==> src/rtl/vga_fb_scanner.sv <==
// rtl/vga_fb_scanner.sv - VGA timing generator and 2x-upscaling frame-buffer read scanner
module vga_fb_scanner #(
    parameter int CLK_DIV  = 4,
    parameter int H_ACTIVE = 640,
    parameter int H_FP     = 16,
    parameter int H_SYNC   = 96,
    parameter int H_BP     = 48,
    parameter int V_ACTIVE = 480,
    parameter int V_FP     = 10,
    parameter int V_SYNC   = 2,
    parameter int V_BP     = 33,
    parameter int FB_W     = 320
) (
    input  logic        clk,
    input  logic        rst_n,
    input  logic [15:0] fb_pixel,
    output logic [16:0] fb_read_addr,
    output logic        hsync,
    output logic        vsync,
    output logic        video_on,
    output logic [11:0] rgb,
    output logic        frame_tick
);

    localparam int H_TOTAL = H_ACTIVE + H_FP + H_SYNC + H_BP;
    localparam int V_TOTAL = V_ACTIVE + V_FP + V_SYNC + V_BP;
    localparam int DW      = (CLK_DIV > 1) ? $clog2(CLK_DIV) : 1;

    localparam logic [DW-1:0] DIV_LAST = DW'(CLK_DIV - 1);
    localparam logic [9:0]    H_LAST   = 10'(H_TOTAL - 1);
    localparam logic [9:0]    V_LAST   = 10'(V_TOTAL - 1);
    localparam logic [9:0]    H_ACT    = 10'(H_ACTIVE);
    localparam logic [9:0]    V_ACT    = 10'(V_ACTIVE);
    localparam logic [9:0]    HS_FIRST = 10'(H_ACTIVE + H_FP);
    localparam logic [9:0]    HS_LAST  = 10'(H_ACTIVE + H_FP + H_SYNC - 1);
    localparam logic [9:0]    VS_FIRST = 10'(V_ACTIVE + V_FP);
    localparam logic [9:0]    VS_LAST  = 10'(V_ACTIVE + V_FP + V_SYNC - 1);

    logic [DW-1:0] div_cnt;
    logic [9:0]    h_cnt;
    logic [9:0]    v_cnt;
    logic          tick;
    logic          tick_d;
    logic          h_last;
    logic          v_last;
    logic          active;
    logic          hs_raw;
    logic          vs_raw;
    logic [16:0]   row;
    logic [16:0]   col;
    logic [16:0]   row_base;
    logic [16:0]   pix_addr;
    logic          unused_pixel_bits;

    assign tick   = (div_cnt == DIV_LAST);
    assign h_last = (h_cnt == H_LAST);
    assign v_last = (v_cnt == V_LAST);
    assign active = (h_cnt < H_ACT) && (v_cnt < V_ACT);
    assign hs_raw = !((h_cnt >= HS_FIRST) && (h_cnt <= HS_LAST));
    assign vs_raw = !((v_cnt >= VS_FIRST) && (v_cnt <= VS_LAST));

    // Halving both counters repeats each buffer pixel over a 2x2 block of screen pixels.
    assign row = {8'd0, v_cnt[9:1]};
    assign col = {8'd0, h_cnt[9:1]};

    generate
        if (FB_W == 320) begin : g_mul320
            assign row_base = (row << 8) + (row << 6);
        end else begin : g_mul_generic
            assign row_base = row * 17'(FB_W);
        end
    endgenerate

    assign pix_addr          = row_base + col;
    assign unused_pixel_bits = &{1'b0, fb_pixel[11], fb_pixel[5], fb_pixel[0]};

    always_ff @(posedge clk or negedge rst_n) begin
        if (!rst_n) begin
            div_cnt <= '0;
            tick_d  <= 1'b0;
        end else begin
            div_cnt <= tick ? '0 : div_cnt + 1'b1;
            tick_d  <= tick;
        end
    end

    always_ff @(posedge clk or negedge rst_n) begin
        if (!rst_n) begin
            h_cnt <= '0;
            v_cnt <= '0;
        end else if (tick) begin
            if (h_last) begin
                h_cnt <= '0;
                v_cnt <= v_last ? 10'd0 : v_cnt + 10'd1;
            end else begin
                h_cnt <= h_cnt + 10'd1;
            end
        end
    end

    // Address is issued one clk after the counters move, so read data settles before the next tick.
    always_ff @(posedge clk or negedge rst_n) begin
        if (!rst_n) begin
            fb_read_addr <= '0;
        end else if (tick_d) begin
            fb_read_addr <= active ? pix_addr : 17'd0;
        end
    end

    // On each tick the counters still hold the pixel whose data is now on fb_pixel.
    always_ff @(posedge clk or negedge rst_n) begin
        if (!rst_n) begin
            video_on <= 1'b0;
            hsync    <= 1'b1;
            vsync    <= 1'b1;
            rgb      <= 12'h000;
        end else if (tick) begin
            video_on <= active;
            hsync    <= hs_raw;
            vsync    <= vs_raw;
            rgb      <= active ? {fb_pixel[15:12], fb_pixel[10:7], fb_pixel[4:1]} : 12'h000;
        end
    end

    always_ff @(posedge clk or negedge rst_n) begin
        if (!rst_n) begin
            frame_tick <= 1'b0;
        end else begin
            frame_tick <= tick && h_last && (v_cnt == V_ACT - 10'd1);
        end
    end

endmodule

==> config.mk <==
export PLATFORM = sky130hd
export DESIGN_NAME = vga_fb_scanner
export DESIGN_NICKNAME = d
export VERILOG_FILES = /design/src/rtl/vga_fb_scanner.sv
export SDC_FILE = /design/constraint.sdc
export NUM_CORES = 1
export LEC_CHECK = 0
export ABC_AREA = 1
export ABC_CLOCK_PERIOD_IN_PS = 2500
export BUFFER_PORTS_ARGS = -buffer_cell sky130_fd_sc_hd__buf_4
export CORE_MARGIN = 2
export CORE_UTILIZATION = 35
export CTS_CLUSTER_DIAMETER = 100
export CTS_CLUSTER_SIZE = 24
export DETAILED_ROUTE_END_ITERATION = 8
export HOLD_SLACK_MARGIN = 0.03
export PLACE_DENSITY = 0.53
export SETUP_SLACK_MARGIN = 0.15
export SLEW_MARGIN = 15
export SYNTH_ARGS = -nofsm -noshare
export SYNTH_HDL_FRONTEND = slang
export SYNTH_SLANG_ARGS = --single-unit
==> constraint.sdc <==
create_clock -name clk -period 2.5 [get_ports clk]
set_clock_uncertainty 0.1 [all_clocks]
set_input_delay 0.375 -clock clk [delete_from_list [all_inputs] [get_ports clk]]
set_output_delay 0.375 -clock clk [all_outputs]
set_load 0.05 [all_outputs]
==> impl_metrics.csv <==
group,metric,value,unit
sta,post-route-period-util,87.5,%
route,dr_total_vias,2662,
sta,worst_slew_pin_slew,728,ps
die,ios,51,
route,drt-vias-per-instance,4.68,
grt,antenna_found_initial,0,
power,p_per_area,409,mW/mm²
layout,fin_nets,502,
status,status,"completed",
route,firstDrtPassIters,4,
critical_path,r2r_slack,310,ps
sta,finalMaxSlewViolations,0,
sta,period_minus_slack,2190,ps
worst_hold_path,min_path_type,"input port to async pin",
synth,ys_ff_latch,56,
job,max-cap-violations,0,
layout,drive_gt1_share,16.5,%
critical_path,r2r-start,"v_cnt[1]",
route,drc,0,
grt,grt_max_degree,57,
synth,ys.flop_type,"dfrtp_1",
critical_path,worstPathMaxFanout,5,
power,vdd_drop_max,0.000250,V
critical_path,crit_arrival,2300,ps
route,dr.max_layer_used,"met4",
grt,grt_usage,14.2,%
critical_path,r2r-end,"fb_read_addr[15]",
clocking,cts_tree,"done",
layout,mostFrequentLayoutCell,"nand2_1",
sta,slew_headroom,51.5,%
clocking,clockBufferDepth,2,
clocking,cts_hold_buf,0,
critical_path,reg2reg_depth,10,
critical_path,endpoint_kind,"flip-flop",
layout,fin_util,42.9,%
route,wl_met3,292,µm
layout,syn2layout_area_growth,18.4,%
synth,synth_nets,450,
die,die-height,99.3,µm
die,start_util,36.3,%
synth,synth_cells,408,
sta,timing.final.ws_setup,313,ps
die,core,0.00876,mm²
grt,grt_overflow,0,
synth,avgSynthCellArea,7.79,µm²
sta,rsz0062_at_grt,"false",
synth,yosysTopAreaCell,"dfrtp_1",
route,drt_wl_total,6.87,mm
grt,grt_pass1_wl,11.6,mm
synth,yosysSeqAreaShare,44.2,%
clocking,htreeDepth,2,
sta,setup_viol,0,
route,met2_length,3.00,mm
clocking,cts_made_buffers,5,
route,drt-met1-wl,3.50,mm
sta,max_freq,0.457,GHz
clocking,root_buffer,"clkbuf_8",
die,dieWidth,99.3,µm
critical_path,path_class,"flip-flop to flip-flop",
synth,synthDistinctLibCells,29,
clocking,cts.sinks,56,
place,gp_congestion,0.827,
critical_path,crit_path_start_kind,"flip-flop",
die,dieArea,0.00986,mm²
synth,synth_edf_count,0,
sta,tns,0,ps
synth,synth_warnings,0,
grt,grt_pass1_vias,2474,
layout,n_antenna_cell,0,
synth,synth_area_leaders,"dfrtp_1, nand2_1, ha_1, nand3_1, inv_1",
sta,hold_violations,0,
place,hpwl,5.02,mm
clocking,clk_pin_slew,110,ps
route,wl_per_cell,12.1,µm
place,portBuffers,46,
clocking,clk_latency,320,ps
route,detail-route-antenna-nets,0,
place,place_ws,187,ps
synth,yosys.area.top_type_share,42.5,%
route,first_iter_violations,92,
power,leakagePower,2.05,nW
critical_path,crit_required,2620,ps
die,rows,34,
synth,synth_area,0.00318,mm²
synth,synthArstFlopShare,100,%
layout,layout_common_cells,"nand2_1, dfrtp_1, buf_4",
layer usage:
layer | vias up | track usage (%)
met4 | 0 | 3.48
met3 | 5 | 3.23
met5 | - | 0
li1 | 1403 | -
met2 | 47 | 21.6
met1 | 1207 | 20.6
registers in the layout, indices dropped and copies added, names as in the netlist:
signal and count:
frame_tick 1, fb_read_addr 17, v_cnt 10, vsync 1
div_cnt 2, tick_d 1, video_on 1, rgb 12
hsync 1, h_cnt 10
cell usage after synthesis, types with 3 or more instances:
cell type / instances
xnor2_1: 3
dfrtp_1: 54
xor2_1: 5
nor2_1: 30
nand4_1: 9
nor3_1: 5
ha_1: 22
inv_1: 47
buf_2: 3
nand3b_1: 3
clkbuf_1: 3
o21ai_0: 20
o21ai_1: 3
nand2_1: 139
nand3_1: 36
a21oi_1: 5
report_power, final:
group          switching (W)  leakage, nW  internal, W
sequential        0.00000581        0.716     0.000915
combinational      0.0000643         1.29    0.0000295
clock               0.000323       0.0485     0.000202
timing repair:
action,in CTS,in global routing
resized for setup,0,4
setup endpoints to repair,0,3
buffers inserted,0,2
cell families after synthesis:
| family | synth area share (%) |
|---|---|
| AND/OR/NAND/NOR | 31.2 |
| buffers and inverters | 7.44 |
| flip-flops | 44.2 |
| AO/OA/AOI/OAI | 5.04 |
| adder cells (fa/ha/maj) | 9.92 |
| XOR/XNOR | 2.20 |
cell type report:
type | instances | area (µm²)
tap | 108 | 135
fill | 937 | 5000
timing repair buffer | 53 | 398
clock buffer | 5 | 68.8
multi-input combinational | 293 | 1540
clock inverter | 3 | 22.5
sequential | 56 | 1410
inverter | 51 | 191
stage by stage:
step	hold WS [ps]	instances	power, W	area (µm²)
2_1_floorplan	-20.6	408	0.000981	3180
3_3_place_gp	317	559	0.00103	3650
3_5_place_dp	319	559	0.00103	3650
4_1_cts	30.8	567	0.00156	3740
5_1_grt	65.9	569	0.00161	3760
6_report	0.963	569	0.00154	3760
worst max path at each step:
stage	slack [ps]	cells past startpoint	startpoint	to
after floorplan	360	10	h_cnt[9]	fb_read_addr[15]
after global placement	220	10	h_cnt[9]	fb_read_addr[15]
after detailed placement	190	10	v_cnt[1]	fb_read_addr[15]
after CTS	170	10	v_cnt[1]	fb_read_addr[15]
after global routing	160	10	v_cnt[1]	fb_read_addr[15]
final	310	10	v_cnt[1]	fb_read_addr[15]
worst max-delay path, cell delays in order (launching register included):
cell and delay (ps):
dfrtp_2 430, inv_1 110, fa_1 500, inv_1 70, fa_2 400, nand3_1 100, nand2_2 80, nand2_1 80
nand3b_1 70, nand3_1 90, nand2_1 50
Note: power is estimated with default switching activity, not from simulation.
